===== config.mk =====
export PLATFORM = sky130hd
export DESIGN_NAME = input_debounce_flat
export DESIGN_NICKNAME = d
export VERILOG_FILES = /design/src/rtl/input_debounce_if.sv /design/src/rtl/input_debounce.sv /design/src/flat_wrapper.sv
export SDC_FILE = /design/constraint.sdc
export NUM_CORES = 1
export LEC_CHECK = 0
export ABC_AREA = 0
export CAP_MARGIN = 10
export CORE_MARGIN = 10
export CORE_UTILIZATION = 40
export DETAILED_ROUTE_END_ITERATION = 12
export SLEW_MARGIN = 20
export SYNTH_ARGS = -nofsm -noshare
export SYNTH_HDL_FRONTEND = slang
export SYNTH_SLANG_ARGS = --single-unit

===== constraint.sdc =====
create_clock -name clk -period 1.2 [get_ports clk]
set_input_delay 0.18 -clock clk [delete_from_list [all_inputs] [get_ports clk]]
set_output_delay 0.18 -clock clk [all_outputs]
set_load 0.02 [all_outputs]

===== src/rtl/input_debounce_if.sv =====
// Signal bundle between the raw quadrature input pins and the debounced outputs feeding the decoder.
// The optional bypass control exists only when DEBOUNCE_BYPASS_EN is defined.
interface input_debounce_if #(
  parameter int CHANNELS = 2
);
  logic [CHANNELS-1:0] din;
  logic [CHANNELS-1:0] dout;
  logic [CHANNELS-1:0] rise;
  logic [CHANNELS-1:0] fall;
  logic                busy;
`ifdef DEBOUNCE_BYPASS_EN
  logic                bypass;
`endif

  modport master (
`ifdef DEBOUNCE_BYPASS_EN
    output bypass,
`endif
    output din,
    input  dout, rise, fall, busy
  );

  modport slave (
`ifdef DEBOUNCE_BYPASS_EN
    input  bypass,
`endif
    input  din,
    output dout, rise, fall, busy
  );
endinterface


===== src/rtl/input_debounce.sv =====
// Per-channel 2-flop synchronizer plus tick-based stability filter for the raw quadrature input pins.
// Optional DEBOUNCE_BYPASS_EN adds a bypass input that passes synchronized levels straight through.
module input_debounce #(
  parameter int   CHANNELS     = 2,
  parameter int   PRESCALE     = 16,
  parameter int   STABLE_COUNT = 8,
  parameter logic RESET_LEVEL  = 1'b0
) (
  input  logic              clk,
  input  logic              reset,
  input_debounce_if.slave   bus
);

  localparam int CW = ($clog2(STABLE_COUNT + 1) < 1) ? 1 : $clog2(STABLE_COUNT + 1);
  localparam int PW = (PRESCALE > 1) ? $clog2(PRESCALE) : 1;
  localparam logic [CW-1:0] CNT_LAST = CW'(STABLE_COUNT - 1);
  localparam logic [PW-1:0] PRE_LAST = PW'(PRESCALE - 1);

  logic [CHANNELS-1:0] s1_q, s2_q;
  logic [PW-1:0]       pre_q, pre_d;
  logic                tick;
  logic                bypass_on;
  logic [CHANNELS-1:0] dout_w, rise_w, fall_w, busy_vec;

`ifdef DEBOUNCE_BYPASS_EN
  assign bypass_on = bus.bypass;
`else
  assign bypass_on = 1'b0;
`endif

  always_comb begin
    pre_d = pre_q + PW'(1);
    tick  = (pre_q == PRE_LAST);
    if (tick) begin
      pre_d = '0;
    end
  end

  always_ff @(posedge clk) begin
    if (reset) begin
      s1_q  <= {CHANNELS{RESET_LEVEL}};
      s2_q  <= {CHANNELS{RESET_LEVEL}};
      pre_q <= '0;
    end else begin
      s1_q  <= bus.din;
      s2_q  <= s1_q;
      pre_q <= pre_d;
    end
  end

  for (genvar gi = 0; gi < CHANNELS; gi++) begin : g_ch
    logic [CW-1:0] cnt_q, cnt_d;
    logic          dout_q, dout_d;
    logic          rise_q, rise_d;
    logic          fall_q, fall_d;

    always_comb begin
      cnt_d  = cnt_q;
      dout_d = dout_q;
      if (bypass_on) begin
        cnt_d  = '0;
        dout_d = s2_q[gi];
      end else if (tick) begin
        // Any sample back at the current level restarts the whole window.
        if (s2_q[gi] == dout_q) begin
          cnt_d = '0;
        end else if (cnt_q == CNT_LAST) begin
          cnt_d  = '0;
          dout_d = s2_q[gi];
        end else begin
          cnt_d = cnt_q + CW'(1);
        end
      end
      rise_d = dout_d & ~dout_q;
      fall_d = ~dout_d & dout_q;
    end

    always_ff @(posedge clk) begin
      if (reset) begin
        cnt_q  <= '0;
        dout_q <= RESET_LEVEL;
        rise_q <= 1'b0;
        fall_q <= 1'b0;
      end else begin
        cnt_q  <= cnt_d;
        dout_q <= dout_d;
        rise_q <= rise_d;
        fall_q <= fall_d;
      end
    end

    assign dout_w[gi]   = dout_q;
    assign rise_w[gi]   = rise_q;
    assign fall_w[gi]   = fall_q;
    assign busy_vec[gi] = (cnt_q != '0) && !bypass_on;
  end

  assign bus.dout = dout_w;
  assign bus.rise = rise_w;
  assign bus.fall = fall_w;
  assign bus.busy = |busy_vec;

endmodule


===== src/flat_wrapper.sv =====
// flat-port wrapper written by rule: the top's interface ports become plain ports
module input_debounce_flat 
#(
  parameter int   CHANNELS     = 2,
  parameter int   PRESCALE     = 16,
  parameter int   STABLE_COUNT = 8,
  parameter logic RESET_LEVEL  = 1'b0
)
  (clk, reset, bus_din, bus_dout, bus_rise, bus_fall, bus_busy);
  input_debounce_if #(.CHANNELS(CHANNELS)) bus_i ();
  input  logic clk;
  input  logic reset;
  input wire logic [$bits(bus_i.din)-1:0] bus_din;
  output wire logic [$bits(bus_i.dout)-1:0] bus_dout;
  output wire logic [$bits(bus_i.rise)-1:0] bus_rise;
  output wire logic [$bits(bus_i.fall)-1:0] bus_fall;
  output wire logic [$bits(bus_i.busy)-1:0] bus_busy;
  assign bus_i.din = bus_din;
  assign bus_dout = bus_i.dout;
  assign bus_rise = bus_i.rise;
  assign bus_fall = bus_i.fall;
  assign bus_busy = bus_i.busy;
  input_debounce #(.CHANNELS(CHANNELS), .PRESCALE(PRESCALE), .STABLE_COUNT(STABLE_COUNT), .RESET_LEVEL(RESET_LEVEL)) u_core (.clk(clk), .reset(reset), .bus(bus_i));
endmodule

==> flow_summary.json <==
{
  "outcome": "finished, violations left",
  "violations": "negative setup slack",
  "slew_headroom": 0.843,
  "nFillCells": 207,
  "whs_ps": 415,
  "drv_cap": 0,
  "place_inst": 170,
  "htreeDepth": 1,
  "layout_common_cells": "buf_4 (28), dfxtp_1 (13), inv_1 (10), buf_6 (9), dfxtp_2 (9)",
  "netSwitchingFraction": 0.222,
  "cts_buffers": 3,
  "synth_area_sq_mm": 0.00101,
  "worstPathMaxFanout": 2,
  "cts_buffer_depth": 2,
  "grt_start_max_net_pins": 13,
  "seq_area_frac_synth": 0.435,
  "totalWireLength_mm": 2.59,
  "clkPwrFrac": 0.326,
  "root_buffer": "clkbuf_4",
  "worstMarginPinSlew_ps": 235,
  "slew_violations": 0,
  "antenna_left": 0,
  "core_sq_mm": 0.00245,
  "rsz0062_at_grt": "true",
  "dieArea_sq_mm": 0.00494,
  "drt-initial-drc-count": 57,
  "antenna_found_initial": 0,
  "n_antenna_cell": 0,
  "fin_util": 0.634,
  "wire_per_inst_microns": 14.2,
  "critPathSlowestCell": "dfxtp_2",
  "final_nets": 163,
  "met3_usage": 0.0240,
  "clk_latency_ps": 300,
  "crit_type": "flop to output port",
  "syn_inst": 113,
  "stdcell_area_sq_mm": 0.00156,
  "ys_warn_count": 0,
  "gp_congestion": 0.695,
  "synthesis.nets": 122,
  "seq_power_share": 0.601,
  "setup_viol": 10,
  "pwr-share-comb": 0.073,
  "port_buffers": 10,
  "ir_worst_vdd_mv": 0.866,
  "p_total_mw": 1.26,
  "async_flop_share": 0,
  "max_clock_freq_mhz": 704,
  "vias": 910,
  "cp.arrival_ps": 1240,
  "p_int_uw": 983,
  "final_common_cell": "buf_4",
  "yosysUniqueCellTypes": 32,
  "worst_path_dominant_cell_family": "simple AND/OR/NAND/NOR gates",
  "syn2layout_area_growth_pct": 53.8,
  "cpPeakStageDelay_ps": 350,
  "clkSinkCount": 22,
  "grt_pass1_wl_mm": 4.06,
  "grt.met1_usage": 0.0928,
  "ys_ff_latch": 22,
  "p_leak_nw": 0.630,
  "avgSynthCellArea_sq_um": 8.96,
  "setup_tns_ps": -509,
  "io_pins": 11,
  "initial_utilization": 0.412,
  "period_share": 1.18,
  "hold_path.class": "input port to flop",
  "drt_pre_antenna_iters": 4,
  "timing.final.ws_setup_ps": -220,
  "layout.cells.non_filler": 183,
  "ctsHoldBuffers": 0,
  "die_x_microns": 70.3,
  "required_ps": 1020,
  "grt_pass1_vias": 932,
  "critPathBufInv": 1,
  "grt.total_usage": 0.0981,
  "final_hold_viol_count": 0,
  "placed_cell_area_sq_mm": 0.00129,
  "drive_gt1_frac": 0.464,
  "grt_use_met2": 0.196,
  "die-height_microns": 70.3,
  "clk_pin_slew_ps": 130,
  "period_needed_ps": 1420,
  "crit_path_end_kind": "output port",
  "critPathLaunchType": "flop",
  "drcViolationCount": 0,
  "skew_ps": 3.80,
  "dp_slack_ps": -250,
  "grt_overflow": 0,
  "via_per_inst": 4.97,
  "cts_tree": "done",
  "synth_ff_type": "dfxtp_1",
  "power_density_mw_per_mm2": 812,
  "hpwl_mm": 1.72,
  "power.switching_uw": 281,
  "synth_edf_count": 0,
  "fp-row-count": 18,
  "top_usage_layer": "met2",
  "crit_chain": "nor4_2 > nand3_1 > buf_6"
}
per-layer routing:
metal	up-vias	routed length, microns
met2	9	1470
li1	462	-
met5	-	0
met4	0	14
met1	437	1020
met3	2	85
timing repair:
action,CTS,global route
pin swaps,6,13
setup buffers,6,4
cloned,0,0
gates resized for setup,37,17
endpoints found under the setup margin,21,17
sequential cells by signal, indices dropped and copies added, names as in the netlist:
| name | cells |
|---|---|
| u_core.g_ch.fall_q | 2 |
| u_core.s1_q | 2 |
| u_core.g_ch.cnt_q | 8 |
| u_core.g_ch.dout_q | 2 |
| u_core.s2_q | 2 |
| u_core.pre_q | 4 |
| u_core.g_ch.rise_q | 2 |
power groups by stage:
stage,sequential [mW],clock [mW],combinational (mW)
after floorplan,0.771,0,0.0361
after global placement,0.769,0,0.0766
after detailed placement,0.770,0,0.0801
after CTS,0.758,0.427,0.0882
after global routing,0.761,0.453,0.101
final,0.759,0.412,0.0925
cell families after synthesis:
family | Yosys count | synth area share
compound gates | 18 | 0.106
xor+xnor | 3 | 0.0334
fa+ha+maj | 5 | 0.0618
buf+inv | 20 | 0.100
flops | 22 | 0.435
simple gates | 45 | 0.263
synth_stat cells, types with 2 or more instances:
library cell	count	area, sq um
nor2_1	3	11.3
nand2_1	7	26.3
a21oi_1	11	55.1
dfxtp_1	22	440
or3_1	5	31.3
nand3b_1	2	15.0
nand4_1	3	18.8
nand2b_1	3	18.8
buf_4	6	45.0
ha_1	5	62.6
nor2b_1	4	25.0
nand3_1	7	35.0
o21ai_0	3	15.0
buf_2	3	15.0
inv_1	10	37.5
nand4b_1	2	17.5
nor3_2	2	20.0
layout make-up:
class	instances	area (sq um)	area share
well taps	30	37.5	0.0241
flip-flops and latches	22	452	0.290
repair buffers	46	398	0.256
inverters	10	37.5	0.0241
multi-input cells	71	596	0.383
clock buffers	4	36.3	0.0233
final timing paths:
| kind | from | end | slack [ps] | depth (start not counted) |
|---|---|---|---|---|
| worst max-delay path | u_core.g_ch[0].cnt_q[2] | bus_busy | -220 | 3 |
| worst min register to register | u_core.s1_q[0] | u_core.s2_q[0] | 450 | 1 |
| worst max register to register | u_core.g_ch[1].cnt_q[0] | u_core.g_ch[1].cnt_q[3] | -60 | 6 |
| worst min-delay path | bus_din[0] | u_core.s1_q[0] | 420 | 2 |
(Power assumes the default switching activity.)
